==> src/rtl/reg_file_scoreboard.sv <==
// Multi-read register file with a per-register busy scoreboard.
// Two asynchronous read ports, one writeback port and a reserve/grant handshake
// that issue logic uses to track RAW/WAW hazards on destination registers.
// Optional feature: define REGFILE_BYPASS_EN for write-through forwarding of
// writeback data and busy state to the read ports and the reserve grant.
module reg_file_scoreboard #(
  parameter int unsigned DATA_W  = 12,
  parameter int unsigned ADDR_W  = 3,
  parameter bit          R0_ZERO = 1'b1
) (
  input  logic              clk,
  input  logic              rst_n,
  input  logic [ADDR_W-1:0] readAddr1,
  input  logic [ADDR_W-1:0] readAddr2,
  output logic [DATA_W-1:0] readOut1,
  output logic              readBusy1,
  output logic [DATA_W-1:0] readOut2,
  output logic              readBusy2,
  input  logic [ADDR_W-1:0] writeAddr,
  input  logic [DATA_W-1:0] dataIn,
  input  logic              writeEn,
  input  logic [ADDR_W-1:0] resvAddr,
  input  logic              resvEn,
  output logic              resvGnt,
  output logic              busyAny
);

  localparam int unsigned DEPTH = 1 << ADDR_W;

  logic [DATA_W-1:0] regs_q [DEPTH];
  logic [DEPTH-1:0]  busy_q;
  logic [DEPTH-1:0]  busy_d;
  logic              busyAny_q;
  logic              wrValid;
  logic              resvBusy;

  // True for the hard-wired zero register when that option is enabled.
  function automatic logic isZeroReg(input logic [ADDR_W-1:0] addr);
    return R0_ZERO && (addr == '0);
  endfunction

  // A write to a zeroed r0 is dropped entirely, including its busy clear.
  assign wrValid = writeEn && !isZeroReg(writeAddr);

  // Read port 1: stored value, optionally forwarded from the writeback port.
  always_comb begin
    readOut1  = regs_q[readAddr1];
    readBusy1 = busy_q[readAddr1];
`ifdef REGFILE_BYPASS_EN
    if (wrValid && (readAddr1 == writeAddr)) begin
      readOut1  = dataIn;
      readBusy1 = 1'b0;
    end
`endif
    if (isZeroReg(readAddr1)) begin
      readOut1  = '0;
      readBusy1 = 1'b0;
    end
  end

  // Read port 2: same structure as port 1.
  always_comb begin
    readOut2  = regs_q[readAddr2];
    readBusy2 = busy_q[readAddr2];
`ifdef REGFILE_BYPASS_EN
    if (wrValid && (readAddr2 == writeAddr)) begin
      readOut2  = dataIn;
      readBusy2 = 1'b0;
    end
`endif
    if (isZeroReg(readAddr2)) begin
      readOut2  = '0;
      readBusy2 = 1'b0;
    end
  end

  // Reserve grant: denied while the destination is busy; with forwarding, a
  // same-cycle writeback to the destination counts as already cleared.
  always_comb begin
    resvBusy = busy_q[resvAddr];
`ifdef REGFILE_BYPASS_EN
    if (wrValid && (resvAddr == writeAddr)) begin
      resvBusy = 1'b0;
    end
`endif
    if (isZeroReg(resvAddr)) begin
      resvBusy = 1'b0;
    end
    resvGnt = resvEn && !resvBusy;
  end

  // Next busy vector: writeback clears first, then a granted reserve sets, so
  // a same-address write+reserve leaves the new producer marked busy.
  always_comb begin
    busy_d = busy_q;
    if (wrValid) begin
      busy_d[writeAddr] = 1'b0;
    end
    if (resvGnt && !isZeroReg(resvAddr)) begin
      busy_d[resvAddr] = 1'b1;
    end
  end

  // State update with synchronous reset overriding any write or reserve.
  always_ff @(posedge clk) begin
    if (!rst_n) begin
      for (int unsigned i = 0; i < DEPTH; i++) begin
        regs_q[i] <= '0;
      end
      busy_q    <= '0;
      busyAny_q <= 1'b0;
    end else begin
      if (wrValid) begin
        regs_q[writeAddr] <= dataIn;
      end
      busy_q    <= busy_d;
      busyAny_q <= |busy_d;
    end
  end

  assign busyAny = busyAny_q;

endmodule
==> config.mk <==
export PLATFORM = sky130hd
export DESIGN_NAME = reg_file_scoreboard
export DESIGN_NICKNAME = d
export VERILOG_FILES = /design/src/rtl/reg_file_scoreboard.sv
export SDC_FILE = /design/constraint.sdc
export NUM_CORES = 1
export LEC_CHECK = 0
export ABC_AREA = 1
export BUFFER_PORTS_ARGS = -buffer_cell sky130_fd_sc_hd__buf_2
export CAP_MARGIN = 20
export CORE_AREA = 5 5 101 121
export DETAILED_ROUTE_END_ITERATION = 12
export DIE_AREA = 0 0 106 126
export GPL_TIMING_DRIVEN = 0
export PLACE_DENSITY = 0.86
export SLEW_MARGIN = 15
export SYNTH_ARGS = -nofsm -noshare
export SYNTH_HDL_FRONTEND = slang
export SYNTH_SLANG_ARGS = --single-unit
==> constraint.sdc <==
create_clock -name clk -period 1.3 [get_ports clk]
set_input_delay 0.065 -clock clk [delete_from_list [all_inputs] [get_ports clk]]
set_output_delay 0.065 -clock clk [all_outputs]
set_load 0.03 [all_outputs]
== Word level (Yosys, flattened, before mapping) ==
Memories as Yosys holds them, arrays and structs flattened.
Index checks and enable logic that the tools add are counted.
Operators by class
  div/mod/pow operators: 0
  add/subtract/negate cells: 0
  equal/unequal tests: 0
  order comparisons: 6
  bitwise operators: 3
  muxes and demuxes: 24
  shift operators: 0
  $mul: 0
  reductions and logical operators: 14
Operators with widths (number)
  two-way mux 12 bit: 3
  < comparator 3 x 4 -> 1 bit, second input constant: 4
  two-way mux 8 bit: 2
  two-way mux 1 bit: 13
  logical NOT 3 bit: 4
  OR reduction 12 bit: 1
  binary-select mux 1 bit (select 3 bit): 3
  AND 8 bit: 1
  inverter 8 bit: 1
  OR 8 bit: 1
  OR reduction 8 bit: 1
  demux 1 bit (select 3 bit): 2
  >= comparator 3 x 1 -> 1 bit, second input constant: 2
  logical AND 1 bit: 5
  logical NOT 1 bit: 3
  two-way mux 3 bit: 1
Word-level totals
  flip-flop bits (word level): 9
  logic and storage cells: 50
  bits in latches: 0
  RAM bits: 96
  memories kept: 1
  input port bits: 28
  memory bits (read-only): 0
Memory list
  regs_q: depth 8, width 12, rd ports 2, clocked after memory_dff 0, write ports 8, RTL line 30  | logic [DATA_W-1:0] regs_q [DEPTH];

== Logic depth before layout (Yosys ltp) ==
Gate-level depths: netlist of run 1.
  depth after elaboration: 10
  mapped depth: 13
  depth with buffers taken out: 12

== Worst setup path before layout of run 1 ==
Ideal clock, no wire load.
  path type: input port to output port
  start point: in readAddr1[0]
  end point: out readOut1[0]
  slack: -0.117 ns
  data arrival time: 1.352 ns
  buffers on the path: 3
  stages on the path: 5
  required time: 1.235 ns
  path through: buf_2 buf_2 clkbuf_1 o21ai_0 a31oi_1
On the way
  word-level cells in the longest chain between the ends: 2
  elaborated cells on any way between the ends: 3
  classes of those cells: 1 x mux; 1 x reduce/logical; 1 x memory
RTL lines
  start, declared: RTL line 13  | input logic [ADDR_W-1:0] readAddr1,
  memory read (8 x 12 bit) / logical NOT 3 bit (equally long branches)
  two-way mux 12 bit (*): RTL line 55  | if (isZeroReg(readAddr1)) begin
  end, declared: RTL line 15  | output logic [DATA_W-1:0] readOut1,
Mark *: on every way between the ends. The rest lies on a longest branch, timed or not.

== Final worst setup path of run 1 ==
  start point: in readAddr2[1]
  end point: out readOut2[10]
On the way
  word-level cells in the longest chain between the ends: 2
  elaborated cells on any way between the ends: 3
  classes of those cells: 1 x mux; 1 x reduce/logical; 1 x memory
RTL lines
  start, declared: RTL line 14  | input logic [ADDR_W-1:0] readAddr2,
  memory read (8 x 12 bit) / logical NOT 3 bit (equally long branches)
  two-way mux 12 bit (*): RTL line 71  | if (isZeroReg(readAddr2)) begin
  end, declared: RTL line 17  | output logic [DATA_W-1:0] readOut2,
Marked as above.

==> results.toml, run 1 <==
[synth]
yosys-top-cells-count = "o21ai_0 (126), nor2_1 (125), edfxtp_1 (96)"
yosysSeqAreaShare_pct = 53.4
synth_cell_types = 22
yosysWarnings = 0
synth.most_common_cell = "o21ai_0"
yosys.area.top_type_share_pct = 50.3
synth_top_area_cell = "edfxtp_1"
muxShareOfSynthArea_pct = 0
async_flop_share_pct = 0
synth_compound_area_share_pct = 22.9
synth-edff-count = 96
synth_area_um2 = 5730
ys_seq_elements = 105
synth_ff_type = "edfxtp_1"
synth_xor_area_share_pct = 0
synth_top_family_by_area = "compound AO/OA/AOI/OAI gates"
avgSynthCellArea_um2 = 8.32
synthAdderAreaFrac_pct = 0
synthSimpleGateAreaFrac_pct = 14.7
synth.area.top_cells = "edfxtp_1 (50%), o21ai_0 (11%), nor2_1 (8.2%)"
synthCells = 689

[place]
place_hpwl_mm = 12.6
gp_congestion = 0.972
place_ws_ns = -0.532
port_buffers = 49
placed_cells = 881

[pwr]
total_leakage_power_nw = 2.75
ir_drop_uv = 706
power_density_nw_per_um2 = 1170

[sta]
holdWs_ns = 0.00849
report.final.setup_viol = 29
layout_setup_ws_ns = -0.390
max_freq_mhz = 592
maxSlewViolCount = 0
fin_skew_ns = 0.00426
min_period_ns = 1.69
hold_viol = 0
worstMarginPinSlew_ns = 0.670
rsz0062_at_grt = "true"
fin_crit_sh_pct = 130
relSlewSlack_pct = 55.3

[global_routing]
grt_pass1_vias = 5256
grt_pass1_wl_mm = 26.8
grt_start_max_net_pins = 21
grt_use_total_pct = 26.2
met1_usage_pct = 31.6
antenna_found_initial = 0
grt.met3_usage_pct = 3.17
use_met2_pct = 45.6
grt_busiest_layer = "met2"
grt_remaining_overflow = 0

[layout]
stdcell_count = 898
nFillCells = 887
finalNetCount = 789
diodes = 0
drive_above_1_share_pct = 24.4
syn_to_final_growth_pct = 22.0

[critical_path]
slowest_delay_ns = 0.55
critPathKind = "in -> out"
worst-path-max-fanout = 10
cp.arrival_ns = 1.63
crit_top_cell = "o21ai_1"
startpoint_type = "primary input"
slowest_stage = "clkbuf_1"
crit_path_cell_trace = "buf_2, clkbuf_1, a21oi_1, o21ai_1, o21ai_1, o21ai_1, a31oi_2, buf_6"
end_kind = "output port"
worstPathRequired_ns = 1.24

[die]
core_area_um2 = 10900
dieWidth_um = 106
rows = 42
design.die.area_um2 = 13400
ios = 56
chipHeight_um = 126
initial_core_util_pct = 52.4

[routing]
totalWireLength_mm = 17.7
first_pass_iters = 9
drt_iter0_drc = 723
postRouteAntennaNets = 0
drc = 0
wl_per_cell_um = 19.7
routed-via-count = 5498
vias_per_cell = 6.12

[run_status]
violations = "negative setup slack"
outcome = "complete, but fails checks"

[clock_network]
cts_max_level = 3
cts_tree = "done"
cts_made_buffers = 9
path_clk_slew_ns = 0.07
root_buffer = "clkbuf_16"
cts_hold_buf = 0
clock_latency_ns = 0.35
cts.sinks = 105
clock_path_buffers = 2

[hold_path]
min_path_type = "in -> reg"

[run]
maxCapViolCount = 0
==> logic make-up (layout without fill, tap and decap cells) <==
group	Yosys count	after routing
AOI/OAI and AO/OA	240	240
and+or+nand+nor	214	214
buffers and inverters	129	195
DFF	105	105
other	1	12
==> placed cells by master, fill, tap and decap left out, drive strengths merged <==
cell      synthesis  layout
dfxtp             9       9
nor3              1       1
o211ai           26      26
clkinvlp          0       3
a21oi            62      62
nand2            74      74
a31oi            26      26
inv              78      78
o21ai           126     126
clkbuf           30      43
clkinv            1       4
conb              1      12
nand3            13      13
nor2            126     126
edfxtp           96      96
buf              20      67
==> worst paths after layout <==
kind | start | end | slack, ns | depth (start not counted)
worst max-delay path | readAddr2[1] | readOut2[10] | -0.39 | 8
worst min-delay path | resvAddr[0] | busy_q[5] | 0.008 | 3
worst max register to register | busy_q[1] | busyAny | -0.15 | 11
worst min register to register | busy_q[0] | busy_q[0] | 0.50 | 2
==> per-stage QoR <==
stage	instance area, um2	utilization [%]	TNS [ns]	total power, W
after floorplan	5940	-	-0.00732	0.00501
after global placement	6350	58.1	-26.38	0.00544
after detailed placement	6350	58.1	-30.04	0.00548
after CTS	6820	62.4	-8.03	0.00807
after global routing	6990	64.0	-9.71	0.00843
final	6990	64.0	-7.86	0.00821
==> critical path: cells and delay by family <==
| kind | cells | cell delay [ns] |
|---|---|---|
| buffers and inverters | 3 | 0.91 |
| AO/OA/AOI/OAI | 5 | 0.64 |
==> registers in the layout, indices dropped and copies added, names as in the netlist <==
register	cells
busyAny	1
busy_q	8
regs_q	96
==> report_power, final <==
part / internal, W / switching (W) / leakage (nW)
clock: 0.00128 / 0.00121 / 0.120
combinational: 0.000561 / 0.00114 / 1.62
sequential: 0.00391 / 0.000101 / 1.00
total: 0.00576 / 0.00245 / 2.75
==> final cells by class <==
type / instances / area [um2] / share of cell area (%)
clock buffers: 10 / 229 / 3.27
well taps: 132 / 165 / 2.36
multi-input cells: 466 / 2530 / 36.2
flip-flops and latches: 105 / 3070 / 43.9
repair buffers: 50 / 425 / 6.08
plain buffers: 50 / 231 / 3.31
clock inverters: 6 / 35.0 / 0.501
inverters: 79 / 305 / 4.36
==> layer usage <==
layer  routed length, um  vias up
li1                    -     2499
met1                6090     2520
met2                8890      401
met3                1790       78
met4                 912        0
met5                   0        -
==> timing repair <==
item	CTS	global route
setup endpoints to repair	47	33
pin swaps	15	15
gates cloned	0	0
gates resized for setup	145	72
buffers inserted	0	1
hold endpoints to repair	0	0
No activity file was read; power rests on OpenSTA's default activity.
==> run 2, diff against run 1 <==
==> constraint.sdc (replaced) <==
create_clock -name clk -period 1.3 [get_ports clk]
set_input_delay 0.13 -clock clk [delete_from_list [all_inputs] [get_ports clk]]
set_output_delay 0.13 -clock clk [all_outputs]
set_load 0.03 [all_outputs]
==> run 2 against run 1 <==
  * The run still ends with negative setup slack left
  * Largest cell class unchanged
  * Sequential share of layout area shrank 0.72 points
  * Utilization grew 1.2 points
  * Worst setup slack lost 0.041 ns
  * Via count grew 2.6%
  * Clock skew is essentially flat
  * Non-clock buffer count grew 2
==> results.toml, run 2 (synthesized netlist as in run 1, its figures left out) <==
[run_status]
outcome = "complete, but fails checks"
violations = "negative setup slack"

[sta]
fin_skew_ns = 0.00460
max_freq_mhz = 578
fin_crit_sh_pct = 133
min_period_ns = 1.73
holdWs_ns = 0.0867
maxSlewViolCount = 0
layout_setup_ws_ns = -0.431
hold_viol = 0
relSlewSlack_pct = 56.0
worstMarginPinSlew_ns = 0.660
report.final.setup_viol = 32
rsz0062_at_grt = "true"

[routing]
wl_per_cell_um = 20.3
routed-via-count = 5641
totalWireLength_mm = 18.2
drc = 0
vias_per_cell = 6.27
drt_iter0_drc = 665
postRouteAntennaNets = 0
first_pass_iters = 6

[clock_network]
cts_hold_buf = 0
path_clk_slew_ns = 0.07
cts.sinks = 105
root_buffer = "clkbuf_16"
cts_tree = "done"
clock_path_buffers = 2
cts_made_buffers = 9
cts_max_level = 3
clock_latency_ns = 0.35

[global_routing]
grt_start_max_net_pins = 21
grt_remaining_overflow = 0
grt_use_total_pct = 27.0
grt_pass1_vias = 5403
grt_pass1_wl_mm = 27.9
antenna_found_initial = 0

[layout]
top_register = "regs_q"
largest_reg_flops = 96
syn_to_final_growth_pct = 24.3
diodes = 0
layout.cells.most_common = "nor2_1"
final_area_um2 = 7130
drive_above_1_share_pct = 26.0
stdcell_count = 900
finalNetCount = 791
mostFrequentLayoutCells = "nor2_1 (124), edfxtp_1 (96), inv_1 (62), nand2_1 (62), o21ai_1 (62)"

[pwr]
combPwrFrac_pct = 21.6
power.share.clock_pct = 29.9
power_density_nw_per_um2 = 1160
p_seq_share_pct = 48.5
total_leakage_power_nw = 2.79
switching_share_pct = 29.8
p_sw_w = 0.00247
ir_drop_uv = 766
p_int_w = 0.00581

[hold_path]
min_path_type = "in -> reg"

[die]
chipHeight_um = 126
core_area_um2 = 10900
ios = 56
design.die.area_um2 = 13400
dieWidth_um = 106
rows = 42
initial_core_util_pct = 52.4

[place]
place_ws_ns = -0.569
place_area_um2 = 6450
gp_congestion = 0.974
place_hpwl_mm = 12.4
placed_cells = 881
port_buffers = 49

[critical_path]
end_kind = "output port"
worstPathRequired_ns = 1.17
slowest_delay_ns = 0.33
critPathKind = "reg -> out"
crit_path_cell_trace = "inv_1, a21oi_1, o21ai_1, o21ai_1, o21ai_1, a31oi_2, buf_6"
slowest_stage = "edfxtp_1"
cp.arrival_ns = 1.60
startpoint_type = "flip-flop"
crit_top_cell = "o21ai_1"
worst-path-max-fanout = 2

[run]
maxCapViolCount = 0
## run 2: cell count changes in the layout (fill, tap and decap cells not counted), sizes merged
cell      before  now
clkinv         4    2
buf           67   70
clkbuf        43   45
clkinvlp       3    2
## run 2: layer usage
metal  global-route usage (%)  routed length (um)
met1                     31.7                5950
met2                     47.1                9040
met3                     5.83                2210
met4                     12.6                1030
met5                        0                   0
## run 2: worst max-delay path, delay by kind of cell (launching register included)
family	cells	cell delay, ns
AO/OA/AOI/OAI	5	0.68
buffers and inverters	2	0.23
flip-flops	1	0.33
## run 2: cell type report
cell class / count / area [um2]
Timing Repair Buffer: 52 / 444
Fill cell: 824 / 3800
Tap cell: 132 / 165
Sequential cell: 105 / 3070
Clock buffer: 13 / 240
Inverter: 79 / 303
Clock inverter: 3 / 18.8
Multi-Input combinational cell: 466 / 2630
Buffer: 50 / 254
## run 2: power groups by stage
stage                     combinational (W)  sequential [W]  clock, W
after floorplan                     0.00103         0.00405         0
after global placement              0.00145         0.00406         0
after detailed placement            0.00147         0.00407         0
after CTS                           0.00169         0.00400   0.00245
after global routing                0.00189         0.00403   0.00263
final                               0.00179         0.00401   0.00247
## run 2: path summary, 6_finish.rpt
check	startpoint	endpoint	slack (ns)	depth (start not counted)
setup / recovery	regs_q[5][3]	readOut1[3]	-0.43	7
hold / removal	resvAddr[0]	busy_q[3]	0.09	3
setup reg to reg	busy_q[1]	busyAny	-0.22	12
hold reg to reg	busy_q[0]	busy_q[0]	0.50	2
## run 2: through the flow
step                power (W)  utilization (%)  setup TNS (ns)
floorplan             0.00507                -          -0.290
global placement      0.00551             59.0          -36.74
detailed placement    0.00554             59.0          -38.70
CTS                   0.00814             63.8           -9.08
global route          0.00855             65.2          -10.79
finish                0.00827             65.2           -9.41
## run 2: timing repair
action / CTS / global route
buffers inserted: 2 / 1
endpoints found under the hold margin: 0 / 0
cloned: 0 / 0
pin swaps: 28 / 31
gates resized for setup: 159 / 63
setup endpoints to repair: 47 / 44
